## src/rtl/spart_mm.sv

```systemverilog
// spart_mm: memory-mapped 8N1 UART responder at 0xC004-0xC007.
// Bus writes and read side-effects are captured on the clock negedge. Both
// serial FSMs run on the posedge and act on those captured requests.
module spart_mm #(
  parameter logic [15:0] DB_RESET = 16'd5208,
  parameter logic [15:0] DB_MIN   = 16'd4
) (
  input  logic        clk,
  input  logic        rst_n,
  input  logic [15:0] addr,
  input  logic        re,
  input  logic        we,
  input  logic [15:0] wdata,
  output logic [15:0] rdata,
  output logic        hit,
  output logic        TX,
  input  logic        RX
);

  typedef enum logic [1:0] {S_IDLE, S_START, S_DATA, S_STOP} state_t;

  logic [15:0] divisor;
  logic [15:0] div_eff;
  logic [15:0] reload;
  logic [15:0] half_load;
  logic [7:0]  tx_byte;
  logic        tx_go;
  logic        clr_data;
  logic        clr_stat;
  logic        tx_rdy;
  logic        rx_rdy;
  logic        ovr;
  logic        frm_err;
  logic [7:0]  rx_buf;
  logic        unused_wdata;

  state_t      tx_state, tx_state_nx;
  logic [15:0] tx_cnt, tx_cnt_nx;
  logic [7:0]  tx_sh, tx_sh_nx;
  logic [2:0]  tx_bit, tx_bit_nx;

  state_t      rx_state, rx_state_nx;
  logic [15:0] rx_cnt, rx_cnt_nx;
  logic [7:0]  rx_sh, rx_sh_nx;
  logic [2:0]  rx_bit, rx_bit_nx;
  logic        rx_s1, rx_s2, rx_prev;
  logic        rx_fall;
  logic        rx_done;
  logic        rx_ferr;

  assign unused_wdata = ^wdata[15:8];

  assign hit       = (addr[15:2] == 14'h3001) && (re || we);
  assign div_eff   = (divisor < DB_MIN) ? DB_MIN : divisor;
  assign reload    = div_eff - 16'd1;
  assign half_load = (div_eff >> 1) - 16'd1;
  assign tx_rdy    = (tx_state == S_IDLE);
  assign rx_fall   = rx_prev & ~rx_s2;

  // Read mux: shows state before any clear lands, so the read value is kept.
  always_comb begin
    rdata = 16'hDEAD;
    if (hit) begin
      case (addr[1:0])
        2'd0:    rdata = {8'h00, rx_buf};
        2'd1:    rdata = {12'h000, frm_err, ovr, rx_rdy, tx_rdy};
        2'd2:    rdata = {8'h00, divisor[7:0]};
        default: rdata = {8'h00, divisor[15:8]};
      endcase
    end
  end

  // Bus capture on negedge; clears become one-cycle requests to the posedge side.
  always_ff @(negedge clk or negedge rst_n) begin
    if (!rst_n) begin
      divisor  <= DB_RESET;
      tx_byte  <= '0;
      tx_go    <= 1'b0;
      clr_data <= 1'b0;
      clr_stat <= 1'b0;
    end else begin
      tx_go    <= 1'b0;
      clr_data <= 1'b0;
      clr_stat <= 1'b0;
      if (hit && we) begin
        case (addr[1:0])
          2'd0: if (tx_rdy) begin
            tx_go   <= 1'b1;
            tx_byte <= wdata[7:0];
          end
          2'd2:    divisor[7:0]  <= wdata[7:0];
          2'd3:    divisor[15:8] <= wdata[7:0];
          default: ;
        endcase
      end else if (hit && re) begin
        case (addr[1:0])
          2'd0:    clr_data <= 1'b1;
          2'd1:    clr_stat <= 1'b1;
          default: ;
        endcase
      end
    end
  end

  // Transmitter state register.
  always_ff @(posedge clk or negedge rst_n) begin
    if (!rst_n) begin
      tx_state <= S_IDLE;
      tx_cnt   <= '0;
      tx_sh    <= '0;
      tx_bit   <= '0;
    end else begin
      tx_state <= tx_state_nx;
      tx_cnt   <= tx_cnt_nx;
      tx_sh    <= tx_sh_nx;
      tx_bit   <= tx_bit_nx;
    end
  end

  // Transmitter next-state: each state lasts reload+1 = divisor clocks.
  always_comb begin
    tx_state_nx = tx_state;
    tx_cnt_nx   = tx_cnt;
    tx_sh_nx    = tx_sh;
    tx_bit_nx   = tx_bit;
    case (tx_state)
      S_IDLE: if (tx_go) begin
        tx_state_nx = S_START;
        tx_cnt_nx   = reload;
        tx_sh_nx    = tx_byte;
      end
      S_START: if (tx_cnt == 16'd0) begin
        tx_state_nx = S_DATA;
        tx_cnt_nx   = reload;
        tx_bit_nx   = '0;
      end else begin
        tx_cnt_nx = tx_cnt - 16'd1;
      end
      S_DATA: if (tx_cnt == 16'd0) begin
        tx_cnt_nx = reload;
        tx_sh_nx  = {1'b0, tx_sh[7:1]};
        tx_bit_nx = tx_bit + 3'd1;
        if (tx_bit == 3'd7) tx_state_nx = S_STOP;
      end else begin
        tx_cnt_nx = tx_cnt - 16'd1;
      end
      default: if (tx_cnt == 16'd0) begin
        tx_state_nx = S_IDLE;
      end else begin
        tx_cnt_nx = tx_cnt - 16'd1;
      end
    endcase
  end

  // Serial out decoded from the state register; async reset forces idle-high.
  always_comb begin
    TX = 1'b1;
    if (tx_state == S_START)     TX = 1'b0;
    else if (tx_state == S_DATA) TX = tx_sh[0];
  end

  // RX synchroniser plus one delayed copy for falling-edge detection.
  always_ff @(posedge clk or negedge rst_n) begin
    if (!rst_n) begin
      rx_s1   <= 1'b1;
      rx_s2   <= 1'b1;
      rx_prev <= 1'b1;
    end else begin
      rx_s1   <= RX;
      rx_s2   <= rx_s1;
      rx_prev <= rx_s2;
    end
  end

  // Receiver state register.
  always_ff @(posedge clk or negedge rst_n) begin
    if (!rst_n) begin
      rx_state <= S_IDLE;
      rx_cnt   <= '0;
      rx_sh    <= '0;
      rx_bit   <= '0;
    end else begin
      rx_state <= rx_state_nx;
      rx_cnt   <= rx_cnt_nx;
      rx_sh    <= rx_sh_nx;
      rx_bit   <= rx_bit_nx;
    end
  end

  // Receiver next-state: half-bit wait to centre, then full-bit sampling.
  always_comb begin
    rx_state_nx = rx_state;
    rx_cnt_nx   = rx_cnt;
    rx_sh_nx    = rx_sh;
    rx_bit_nx   = rx_bit;
    rx_done     = 1'b0;
    rx_ferr     = 1'b0;
    case (rx_state)
      S_IDLE: if (rx_fall) begin
        rx_state_nx = S_START;
        rx_cnt_nx   = half_load;
      end
      S_START: if (rx_cnt == 16'd0) begin
        rx_cnt_nx = reload;
        rx_bit_nx = '0;
        rx_state_nx = rx_s2 ? S_IDLE : S_DATA;
      end else begin
        rx_cnt_nx = rx_cnt - 16'd1;
      end
      S_DATA: if (rx_cnt == 16'd0) begin
        rx_cnt_nx = reload;
        rx_sh_nx  = {rx_s2, rx_sh[7:1]};
        rx_bit_nx = rx_bit + 3'd1;
        if (rx_bit == 3'd7) rx_state_nx = S_STOP;
      end else begin
        rx_cnt_nx = rx_cnt - 16'd1;
      end
      default: if (rx_cnt == 16'd0) begin
        rx_state_nx = S_IDLE;
        rx_done     = rx_s2;
        rx_ferr     = ~rx_s2;
      end else begin
        rx_cnt_nx = rx_cnt - 16'd1;
      end
    endcase
  end

  // Receive buffer and flags; a set in the same cycle as a clear wins.
  always_ff @(posedge clk or negedge rst_n) begin
    if (!rst_n) begin
      rx_buf  <= '0;
      rx_rdy  <= 1'b0;
      ovr     <= 1'b0;
      frm_err <= 1'b0;
    end else begin
      if (rx_done) begin
        rx_buf <= rx_sh;
        rx_rdy <= 1'b1;
      end else if (clr_data) begin
        rx_rdy <= 1'b0;
      end
      if (rx_done && rx_rdy) ovr <= 1'b1;
      else if (clr_stat)     ovr <= 1'b0;
      if (rx_ferr)           frm_err <= 1'b1;
      else if (clr_stat)     frm_err <= 1'b0;
    end
  end

endmodule

```

## config.mk

```make
export PLATFORM = sky130hd
export DESIGN_NAME = spart_mm
export DESIGN_NICKNAME = d
export VERILOG_FILES = /design/src/rtl/spart_mm.sv
export SDC_FILE = /design/constraint.sdc
export NUM_CORES = 1
export LEC_CHECK = 0
export BUFFER_PORTS_ARGS = -buffer_cell sky130_fd_sc_hd__buf_4
export CORE_ASPECT_RATIO = 1.25
export CORE_MARGIN = 2
export CORE_UTILIZATION = 45
export DETAILED_ROUTE_END_ITERATION = 16
export GPL_ROUTABILITY_DRIVEN = 0
export PLACE_DENSITY_LB_ADDON = 0.15
export SLEW_MARGIN = 20
export SYNTH_ARGS = -nofsm -noshare
export SYNTH_HDL_FRONTEND = slang
export SYNTH_SLANG_ARGS = --single-unit
```

## constraint.sdc

```tcl
create_clock -name clk -period 4.4 [get_ports clk]
set_input_delay 0.22 -clock clk [delete_from_list [all_inputs] [get_ports clk]]
set_output_delay 0.22 -clock clk [all_outputs]
set_load 0.005 [all_outputs]
```

==> results by stage <==
Status:
- The flow ran to the end, but the final reports show violations.
- The final reports fail on negative setup slack.

Setup path:
- The startpoint kind of the worst setup timing path is a flop.
- The data arrival time at the worst-slack endpoint is approximately 5400 ps.
- At the worst endpoint, the required time is 4650 ps.
- In this run the worst path has a maximum fanout of 3.
- The logic depth of the worst register-to-register path is 10.
- The critical path capture point type is a flop.
- The critical path class is reg2reg.

Routing:
- For this block, the initial DRC count from the detailed router was a little over 300.
- The count of nets left with antenna violations once routing finished came out at 0.
- The first detailed-routing pass took 5 iterations.
- The routed layout has roughly 5600 vias.
- The number of vias per cell after detailed routing is between 6 and 7.
- After detailed routing, the average wire length per cell comes to approximately 19 um.
- The post-detailed-route DRC marker count is 0.
- For this block, the routed nets add up to 17940 um of wire.

Clock tree:
- The CTS tree is done.
- Clock-pin slew was measured on the worst setup and hold paths at roughly 80 ps.
- The clock latency reported for the late side of the worst-skew pair is 400 ps.
- Counting along the longest clock path gives a buffer depth of 2.
- The number of clock buffers added by TritonCTS is 9.
- Clock tree synthesis selected as its root buffer the cell sky130_fd_sc_hd__clkbuf_16.
- The H-tree depth is 3.
- For this design, the sink count on the clock tree is approximately 100.

Pwr:
- Across the VDD grid, the largest voltage drop is between 0.3 and 0.4 mV.
- The analysis attributes to cell leakage a power of around 3.6 nW.
- Dividing total power by cell area gives a power density of 508.6 mW/mm2.

Yosys:
- The post-synthesis average cell area is roughly 9.5 um2.
- In the synthesized netlist the dominant register cell turns out to be sky130_fd_sc_hd__dfrtp_1.
- The async set-or-reset flop fraction in the synthesized netlist is 100.0%.
- Sorting the synthesized cells by how often they occur yields 69 x sky130_fd_sc_hd__dfrtp_1, 60 x sky130_fd_sc_hd__nand2_1, 47 x sky130_fd_sc_hd__nor2_1, 32 x sky130_fd_sc_hd__o21ai_0, 31 x sky130_fd_sc_hd__a21oi_1.
- The largest area contributor in the netlist is sky130_fd_sc_hd__dfrtp_1.
- For this run, the number of Yosys warnings is 0.
- The most repeated cell in the gate-level netlist after synthesis is sky130_fd_sc_hd__dfrtp_1.
- Summing the sequential cell areas from Yosys gives between 30% and 40% of the chip area.
- Ranked by total cell area, the synthesized netlist is headed by sky130_fd_sc_hd__dfrtp_1 27%, sky130_fd_sc_hd__dfrtn_1 8.7%, sky130_fd_sc_hd__mux2_2 4.1%.
- The number of enable flip-flop cells after synthesis is 0.
- The mapped netlist covers 0.006334 mm2.
- The count of different cell masters after synthesis is 80.
- The top cell type by area accounts for 27.26% of the synthesized area.
- The number of synthesized register bits is 99.
- The synthesized netlist cell count is between 600 and 700.

STA:
- Setup violations remaining at the end of the flow were counted as 30.
- Setup repair after global routing could not meet its margin everywhere.
- The number of pins exceeding their max-slew limit in the final report is 0.
- The actual transition at the worst max-transition pin is roughly 960 ps.
- The post-route clock skew is ~55 ps.
- The worst setup slack after layout is -793.9 ps.
- In this run the tightest slew margin relative to its limit is between 30% and 40%.
- Adding up every negative setup slack in the final design gives -17550 ps.
- The number of hold-slack violations in the final timing report came to 0.

Place:
- Once detailed placement completed, the half-perimeter wirelength came to between 10000 and 15000 um.
- After detailed placement, the total cell area comes to around 0.0072 mm2.
- The post-placement worst setup slack is -795.0 ps.
- The count of input and output buffers is 44.

Cells and area:
- The fill cell instance count of the final layout is around 1200.
- Compared with the post-synthesis result, the final layout area differs by 24.67%.
- The count of inserted antenna diode cells is 0.
- The utilization of the core after routing is a little under three fifths.
- The final design instance area without fill is roughly 0.0079 mm2.
- The total number of nets in the final design is 794.
- The fraction of final layout cells sized beyond drive strength 1 is 31.10%.

Global route:
- The initial antenna violation count is 0.
- The number of global-route vias before repair is roughly 5600.
- Global routing used roughly a quarter of the available tracks across all layers.
- The total grt overflow is 0.
- The first global-routing pass estimated between 20000 and 30000 um of wire.
- The pin count of the biggest net entering global routing is 60.

Worst hold path:
- Along the worst hold path, the cell count comes to 0.
- The path type of the worst min-delay path is reg2reg.

Floorplan:
- The die is around 110 um wide.
- The site row count is 48.
- The die footprint is approximately 0.015 mm2.
- The area of the core is about 0.014 mm2.
- The initial utilization of the core area, before any placement, comes to 45.85%.
- The height of the die is ~140 um.
- Pin placement for this block handled 55 I/O pins.

Flow run:
- Across the run, the number of max-cap violations was 0.
## cells by family (layout without fill, tap and decap cells)
family	count (synthesis)	after routing	synth area share [%]
adder cells (fa/ha/maj)	16	16	3.161
flip-flops	99	99	39.27
buffers and inverters	72	151	5.354
other	1	2	0.05921
AO/OA/AOI/OAI	160	160	18.23
AND/OR/NAND/NOR	240	240	20.62
multiplexers	50	50	9.423
XOR/XNOR	28	28	3.872
## power breakdown
part           internal, mW  switching, mW  total [mW]
clock network         0.432          0.395       0.827
registers              1.10          0.179        1.28
logic                 0.738           1.17        1.91
## placed cells by master (no fill, tap or decap), types with 11 or more instances in the layout
cell type,instances
sky130_fd_sc_hd__a21oi_1,28
sky130_fd_sc_hd__buf_4,99
sky130_fd_sc_hd__dfrtn_1,22
sky130_fd_sc_hd__dfrtp_1,69
sky130_fd_sc_hd__ha_1,14
sky130_fd_sc_hd__inv_1,26
sky130_fd_sc_hd__mux2_2,23
sky130_fd_sc_hd__nand2_1,56
sky130_fd_sc_hd__nand2b_1,15
sky130_fd_sc_hd__nand3_1,12
sky130_fd_sc_hd__nor2_1,42
sky130_fd_sc_hd__nor3_1,19
sky130_fd_sc_hd__nor4_1,11
sky130_fd_sc_hd__o21ai_0,27
sky130_fd_sc_hd__or4_1,11
sky130_fd_sc_hd__xor2_1,14
## worst max-delay path, cell delays in order, from the launching register on
cell and delay, ps:
sky130_fd_sc_hd__dfrtn_1 340, sky130_fd_sc_hd__or4_4 540, sky130_fd_sc_hd__o41a_4 490, sky130_fd_sc_hd__inv_4 70, sky130_fd_sc_hd__ha_4 120, sky130_fd_sc_hd__nor4b_4 260, sky130_fd_sc_hd__nand3_2 180, sky130_fd_sc_hd__or3_4 440
sky130_fd_sc_hd__o22ai_2 190, sky130_fd_sc_hd__o32ai_1 100, sky130_fd_sc_hd__a21o_1 160
## per-layer routing
| layer | GRT usage, % | share of wire, % |
|---|---|---|
| met3 | 3.571 | 5.1 |
| met1 | 31.83 | 41 |
| met5 | 0 | 0 |
| met4 | 12.50 | 4.2 |
| met2 | 41.68 | 50 |
## path summary, 6_finish.rpt
| path | slack [ps] | end | start |
|---|---|---|---|
| setup / recovery | -790 | tx_cnt[13] | divisor[11] |
| hold / removal | 360 | rx_s2 | rx_s1 |
| setup reg to reg | -790 | tx_cnt[13] | divisor[11] |
| hold reg to reg | 360 | rx_s2 | rx_s1 |
| max in group asynchronous | 1460 | divisor[12] | rst_n |
| min in group asynchronous | 390 | tx_bit[0] | rst_n |
## final cells by class
class	instances	area, um2	share of cell area (%)
sequential	99	2487	31.50
timing repair buffer	107	852.1	10.79
multi-input combinational	496	3930	49.77
tap	175	219.0	2.773
inverter	23	88.84	1.125
clock buffer	10	250.2	3.169
clock inverter	11	68.82	0.8715
## state kept, by name, indices dropped and copies added, names as in the netlist, 2 cells and up
| name | count |
|---|---|
| tx_bit | 3 |
| tx_sh | 8 |
| tx_state | 2 |
| rx_bit | 3 |
| rx_state | 2 |
| tx_byte | 8 |
| rx_buf | 8 |
| tx_cnt | 16 |
| rx_cnt | 16 |
| divisor | 16 |
| rx_sh | 8 |
## repair_timing
action                                 CTS  global route
pin swaps                               24            18
gates resized for setup                 45            15
endpoints found under the hold margin   14             0
setup endpoints to repair               30            31
hold buffers                             2             0
setup buffers                            7             3
## metrics by stage
step	total power, mW	hold slack [ps]	std cells
finish	4.016	357.3	921
global route	4.301	365.4	921
CTS	3.965	357.3	919
detailed placement	3.124	235.5	894
global placement	3.056	231.4	894
floorplan	2.653	-75.59	667
No activity file was read; power rests on OpenSTA's default activity.
